`src/rtl/osc_pkg.sv`:
```
// Shared oscilloscope types: sample word, 80-sample frame, capture FSM states.
// Latency: n/a (types and constants only).
// Backpressure: n/a.
package osc_pkg;

    localparam int SAMPLE_W = 12;
    localparam int SAMPLES  = 80;

    typedef logic [SAMPLE_W-1:0] sample_t;
    typedef sample_t frame_t [0:SAMPLES-1];

    typedef enum logic [1:0] {
        ST_IDLE    = 2'd0,
        ST_ARMED   = 2'd1,
        ST_CAPTURE = 2'd2,
        ST_PUBLISH = 2'd3
    } capture_state_t;

endpackage

```
`src/rtl/sample_capture_trigger_detect.sv`:
```
// Level-crossing detector: rising (prev < lvl <= cur) or falling (prev > lvl >= cur).
// Latency: combinational, same cycle.
// Backpressure: none; qualified by the caller with sample_valid.
module trigger_detect #(
    parameter int WIDTH = 12
) (
    input  logic [WIDTH-1:0] prev,
    input  logic             prev_valid,
    input  logic [WIDTH-1:0] sample_in,
    input  logic [WIDTH-1:0] trig_level,
    input  logic             trig_falling,
    output logic             hit
);

    logic rise_hit;
    logic fall_hit;

    // Unsigned same-width compares; extreme levels make one direction unreachable.
    always_comb begin
        rise_hit = (prev < trig_level) && (sample_in >= trig_level);
        fall_hit = (prev > trig_level) && (sample_in <= trig_level);
        hit      = prev_valid && (trig_falling ? fall_hit : rise_hit);
    end

endmodule

```
`src/rtl/sample_capture.sv`:
```
// Triggered capture of SAMPLES consecutive samples into a shadow buffer, published atomically.
// Latency: frame_ready pulses the cycle after the last sample; data_out/forced update at the end of that cycle.
// Backpressure: none; sample_valid=0 cycles are skipped, a sample offered in the publish cycle is dropped.
module sample_capture #(
    parameter int WIDTH   = osc_pkg::SAMPLE_W,
    parameter int SAMPLES = osc_pkg::SAMPLES,
    parameter int TIMEOUT = 4095
) (
    input  logic             clk,
    input  logic             rst,
    input  logic [WIDTH-1:0] sample_in,
    input  logic             sample_valid,
    input  logic             arm,
    input  logic             continuous,
    input  logic             abort,
    input  logic [WIDTH-1:0] trig_level,
    input  logic             trig_falling,
    output logic [WIDTH-1:0] data_out [0:SAMPLES-1],
    output logic             frame_ready,
    output logic             forced,
    output logic             busy
);

    import osc_pkg::*;

    localparam int IDX_W = (SAMPLES > 1) ? $clog2(SAMPLES) : 1;
    localparam int CNT_W = (TIMEOUT > 1) ? $clog2(TIMEOUT) : 1;
    localparam logic [IDX_W-1:0] LAST_IDX = IDX_W'(SAMPLES - 1);
    localparam logic [CNT_W-1:0] CNT_LAST = (TIMEOUT > 0) ? CNT_W'(TIMEOUT - 1) : '0;

    capture_state_t   state_q, state_d;
    logic [WIDTH-1:0] prev_q, prev_d;
    logic             prev_vld_q, prev_vld_d;
    logic [CNT_W-1:0] cnt_q, cnt_d;
    logic [IDX_W-1:0] wr_idx_q, wr_idx_d;
    logic             fpend_q, fpend_d;
    logic             forced_q, forced_d;
    logic [WIDTH-1:0] shadow_q [0:SAMPLES-1];
    logic [WIDTH-1:0] shadow_d [0:SAMPLES-1];
    logic [WIDTH-1:0] dout_q   [0:SAMPLES-1];
    logic [WIDTH-1:0] dout_d   [0:SAMPLES-1];

    logic hit;
    logic timeout_hit;

    trigger_detect #(.WIDTH(WIDTH)) u_trig (
        .prev         (prev_q),
        .prev_valid   (prev_vld_q),
        .sample_in    (sample_in),
        .trig_level   (trig_level),
        .trig_falling (trig_falling),
        .hit          (hit)
    );

    // A real crossing on the same sample wins over the timeout.
    assign timeout_hit = (TIMEOUT != 0) && (cnt_q == CNT_LAST) && !hit;

    // Next-state logic: arm/trigger/capture/publish, with abort overriding everything.
    always_comb begin
        state_d     = state_q;
        prev_d      = prev_q;
        prev_vld_d  = prev_vld_q;
        cnt_d       = cnt_q;
        wr_idx_d    = wr_idx_q;
        fpend_d     = fpend_q;
        forced_d    = forced_q;
        shadow_d    = shadow_q;
        dout_d      = dout_q;
        frame_ready = 1'b0;

        case (state_q)
            ST_IDLE: begin
                if (arm) begin
                    state_d    = ST_ARMED;
                    prev_vld_d = 1'b0;
                    cnt_d      = '0;
                end
            end
            ST_ARMED: begin
                if (sample_valid) begin
                    if (hit || timeout_hit) begin
                        shadow_d[0] = sample_in;
                        wr_idx_d    = IDX_W'(1);
                        fpend_d     = !hit;
                        state_d     = ST_CAPTURE;
                    end else begin
                        prev_d     = sample_in;
                        prev_vld_d = 1'b1;
                        if (TIMEOUT != 0) begin
                            cnt_d = cnt_q + CNT_W'(1);
                        end
                    end
                end
            end
            ST_CAPTURE: begin
                if (sample_valid) begin
                    shadow_d[wr_idx_q] = sample_in;
                    wr_idx_d           = wr_idx_q + IDX_W'(1);
                    if (wr_idx_q == LAST_IDX) begin
                        state_d = ST_PUBLISH;
                    end
                end
            end
            ST_PUBLISH: begin
                frame_ready = 1'b1;
                dout_d      = shadow_q;
                forced_d    = fpend_q;
                if (continuous) begin
                    state_d    = ST_ARMED;
                    prev_vld_d = 1'b0;
                    cnt_d      = '0;
                end else begin
                    state_d = ST_IDLE;
                end
            end
            default: state_d = ST_IDLE;
        endcase

        if (abort) begin
            state_d     = ST_IDLE;
            frame_ready = 1'b0;
            dout_d      = dout_q;
            forced_d    = forced_q;
        end
    end

    // Control and published-frame registers with synchronous reset.
    always_ff @(posedge clk) begin
        if (rst) begin
            state_q    <= ST_IDLE;
            prev_q     <= '0;
            prev_vld_q <= 1'b0;
            cnt_q      <= '0;
            wr_idx_q   <= '0;
            fpend_q    <= 1'b0;
            forced_q   <= 1'b0;
            for (int i = 0; i < SAMPLES; i++) begin
                dout_q[i] <= '0;
            end
        end else begin
            state_q    <= state_d;
            prev_q     <= prev_d;
            prev_vld_q <= prev_vld_d;
            cnt_q      <= cnt_d;
            wr_idx_q   <= wr_idx_d;
            fpend_q    <= fpend_d;
            forced_q   <= forced_d;
            dout_q     <= dout_d;
        end
    end

    // Shadow buffer needs no reset: it is only read after a full frame has been written.
    always_ff @(posedge clk) begin
        shadow_q <= shadow_d;
    end

    assign data_out = dout_q;
    assign forced   = forced_q;
    assign busy     = (state_q != ST_IDLE);

endmodule

```
`config.mk`:
```
export PLATFORM = sky130hd
export DESIGN_NAME = sample_capture
export DESIGN_NICKNAME = d
export VERILOG_FILES = /design/src/rtl/osc_pkg.sv /design/src/rtl/sample_capture_trigger_detect.sv /design/src/rtl/sample_capture.sv
export SDC_FILE = /design/constraint.sdc
export NUM_CORES = 2
export LEC_CHECK = 0
export BUFFER_PORTS_ARGS = -buffer_cell sky130_fd_sc_hd__buf_4
export CAP_MARGIN = 30
export CELL_PAD_IN_SITES_DETAIL_PLACEMENT = 0
export CELL_PAD_IN_SITES_GLOBAL_PLACEMENT = 1
export CORE_ASPECT_RATIO = 0.7
export CORE_UTILIZATION = 46
export CTS_BUF_LIST = sky130_fd_sc_hd__clkbuf_4 sky130_fd_sc_hd__clkbuf_8
export CTS_CLUSTER_DIAMETER = 50
export DETAILED_ROUTE_END_ITERATION = 10
export GPL_TIMING_DRIVEN = 0
export PLACE_DENSITY_LB_ADDON = 0.15
export RECOVER_POWER = 25
export SYNTH_ARGS = -nofsm -noshare
export SYNTH_HDL_FRONTEND = slang
export SYNTH_SLANG_ARGS = --single-unit
export TNS_END_PERCENT = 30
```
`constraint.sdc`:
```
create_clock -name clk -period 4.3 [get_ports clk]
set_input_delay 0 -clock clk [delete_from_list [all_inputs] [get_ports clk]]
set_output_delay 0 -clock clk [all_outputs]
set_load 0.01 [all_outputs]
```
==> run_results.csv <==
group,metric,value,unit
floorplan,rows,114,
route,via_per_inst,5.13,
timing,period_share,0.890,
logic_synthesis,synthFlopType,"dfxtp_1",
timing,setup_violations,0,
floorplan,die_y,315,um
clock_network,htreeDepth,5,
power,powerDensity,445,mW/mm2
route,wl,214,mm
timing,rsz0062_at_grt,"no",
layout,nets,7104,
timing,hold_violations,0,
logic_synthesis,synth_compound_area_frac,0.0851,
logic_synthesis,synth_top_area_cell,"edfxtp_1",
timing,setup_tns,0,ns
place,place_worst_setup_slack,0.390,ns
logic_synthesis,synth_mux_area_frac,0.000330,
timing,fin_crit,3.83,ns
timing,clock_skew,0.0577,ns
clock_network,cts.clk_slew.worst_paths,0.06,ns
global_routing,grt_first_pass_wirelength,301,mm
logic_synthesis,synth_fa_ha_area_frac,0.00621,
clock_network,clk_latency,1.01,ns
floorplan,coreArea,0.139,mm2
setup_path,cp.required,4.30,ns
logic_synthesis,synth_edf_count,960,
clock_network,tritoncts,"yes",
setup_path,path_max_fanout,10,
clock_network,cts_resized,0,
outcome,status,"complete, but fails checks",
clock_network,cts-root-buf,"clkbuf_8",
flow_run,maxCapViolations,21,
route,drt_iter0_drc,3881,
global_routing,grt_max_degree,58,
logic_synthesis,synth_xor_area_frac,0.000272,
clock_network,cts_hold_buf,45,
route,ant_nets,0,
route,wl_per_cell,23.4,um
layout,design_area,0.0817,mm2
setup_path,cp-start-kind,"flip-flop",
clock_network,cts.sinks,1956,
global_routing,grt_pass1_vias,44200,
logic_synthesis,syn_area,0.0645,mm2
place,place_area,0.0755,mm2
place,io_buffer_count,992,
logic_synthesis,synth_top_area_frac,0.447,
logic_synthesis,seq_area_frac_synth,0.756,
global_routing,antenna_found_initial,12,
timing,setup_ws,0.473,ns
timing,worst_slew_pin_slew,3.76,ns
clock_network,clk_path_buf_depth,4,
floorplan,die_area,0.142,mm2
layout,drive_above_1_share,0.217,
timing,fmax,0.261,GHz
route,first_pass_iters,6,
timing,slew_headroom,-1.50,
hold_path,hold_path_class,"in -> reg",
outcome,violations,"max-capacitance violations, max-slew violations",
power,ir_drop,0.306,mV
logic_synthesis,syn-num-nets,5653,
logic_synthesis,synth_cell_types,60,
clock_network,post_cts_buffers,0,
setup_path,crit_arrival,3.83,ns
logic_synthesis,synthTopCellsByArea,"edfxtp_1 45%, dfxtp_1 31%, nand2_1 11%",
global_routing,grtUsageTotal,0.293,
logic_synthesis,async_reset_ff_frac,0,
clock_network,cts_made_buffers,309,
logic_synthesis,synthCells,5590,
route,vias,46900,
logic_synthesis,synthSimpleGateAreaFrac,0.130,
logic_synthesis,yosys-top-cells-count,"1,960 x nand2_1, 996 x dfxtp_1, 983 x a21oi_1, 960 x edfxtp_1, 336 x clkbuf_1",
layout,area_growth,26.8,%
route,drc,0,
floorplan,io_pins,994,
place,hpwl,141,mm
setup_path,critPathCaptureType,"output pin",
floorplan,start_util,0.465,
setup_path,path_class,"reg -> out",
floorplan,die_width,449,um
logic_synthesis,yosysMostFrequentCell,"nand2_1",
logic_synthesis,ys_warn_count,0,
logic_synthesis,synth_top_family_by_area,"simple AND/OR/NAND/NOR gates",
power,p_leak,29.1,nW
logic_synthesis,ys_seq_elements,1956,
global_routing,grt_overflow,0,
place,routabilityCongestion,0.849,
timing,maxSlewViolCount,886,
logic_synthesis,syn_area_per_cell,11.5,um2
[logic make-up after synthesis]
| logic type | count (synthesis) |
|---|---|
| compound gates | 1065 |
| xor+xnor | 2 |
| fa+ha+maj | 32 |
| buf+inv | 369 |
| flops | 1956 |
| mux | 2 |
| simple gates | 2164 |
[layer usage]
layer  wire length (um)  track usage  vias up
met1              85400        0.367    22800
met4              10600        0.142        2
met3              13200       0.0512      429
li1                   -            -    21900
met2             104000        0.494     1682
met5                 11            0        -
[area by class of cell]
type / count / area [um2]
Buffer: 346 / 1310
Multi-Input combinational cell: 3265 / 14300
Clock inverter: 59 / 342
Timing Repair Buffer: 1140 / 8690
Antenna cell: 5 / 12.5
Inverter: 23 / 86.3
Fill cell: 11800 / 56800
Tap cell: 1856 / 2320
Sequential cell: 1956 / 48800
Clock buffer: 486 / 5890
[metrics by stage]
step | hold slack (ns) | utilization | cells | total power [mW]
final | 0.0847 | 0.590 | 9136 | 36.4
after global routing | 0.0490 | 0.590 | 9134 | 37.5
after CTS | 0.00711 | 0.594 | 9121 | 36.7
after detailed placement | 0.213 | 0.545 | 8531 | 20.8
after global placement | 0.202 | 0.536 | 8438 | 20.7
after floorplan | 0.0785 | - | 5590 | 20.2
[critical path, cell delays in order, from the launching register on]
cell and delay, ns:
dfxtp_1 0.41, ha_1 0.24, nand2b_1 0.07, clkbuf_1 0.14
buf_8 0.17, inv_2 0.31, clkbuf_1 0.77, clkbuf_1 0.47
buf_4 0.23
[cell usage in the layout (no fill, tap or decap), types with 3 or more instances in the layout]
cell / netlist / layout
nor2_1: 101 / 101
clkinvlp_4: 0 / 4
a221oi_1: 5 / 5
clkbuf_4: 0 / 127
ha_1: 32 / 32
nand2_1: 1960 / 1960
buf_16: 0 / 4
clkbuf_8: 0 / 359
clkinv_1: 0 / 31
nand2b_1: 7 / 7
nand4_1: 13 / 13
dlygate4sd3_1: 0 / 35
buf_6: 1 / 30
bufinv_16: 0 / 3
o21a_1: 3 / 3
inv_1: 22 / 22
o211ai_1: 3 / 3
nor2b_1: 20 / 20
clkbuf_2: 1 / 11
or3_1: 5 / 5
buf_8: 0 / 10
nor4_1: 4 / 4
a211oi_1: 12 / 12
or4_1: 3 / 3
a31oi_1: 5 / 5
nand3_1: 28 / 28
a21oi_1: 983 / 983
buf_1: 7 / 7
a21o_1: 4 / 4
dfxtp_1: 996 / 996
clkinv_2: 0 / 21
clkbuf_1: 336 / 389
o21ai_0: 30 / 30
edfxtp_1: 960 / 960
buf_4: 0 / 999
diode_2: 0 / 5
nor3_1: 6 / 6
[report_power, final]
| group | internal [mW] | switching (mW) |
|---|---|---|
| sequential | 19.6 | 0.0140 |
| clock | 8.86 | 7.13 |
| combinational | 0.151 | 0.666 |
[registers in the layout (all words and copies together), names as in the netlist]
name / count
state_q: 2
forced: 1
prev_q: 12
fpend_q: 1
cnt_q: 12
prev_vld_q: 1
shadow_q: 960
data_out: 960
wr_idx_q: 7
[path summary, 6_finish.rpt]
kind                                    start       endpoint  slack (ns)  cells past startpoint
worst min register to register  shadow_q[510]  data_out[510]        0.45                      2
worst max-delay path               state_q[1]    frame_ready        0.47                      8
worst min-delay path             sample_in[4]  shadow_q[388]        0.08                      2
worst max register to register     state_q[1]  data_out[738]        0.74                     10
(Power assumes the default switching activity.)
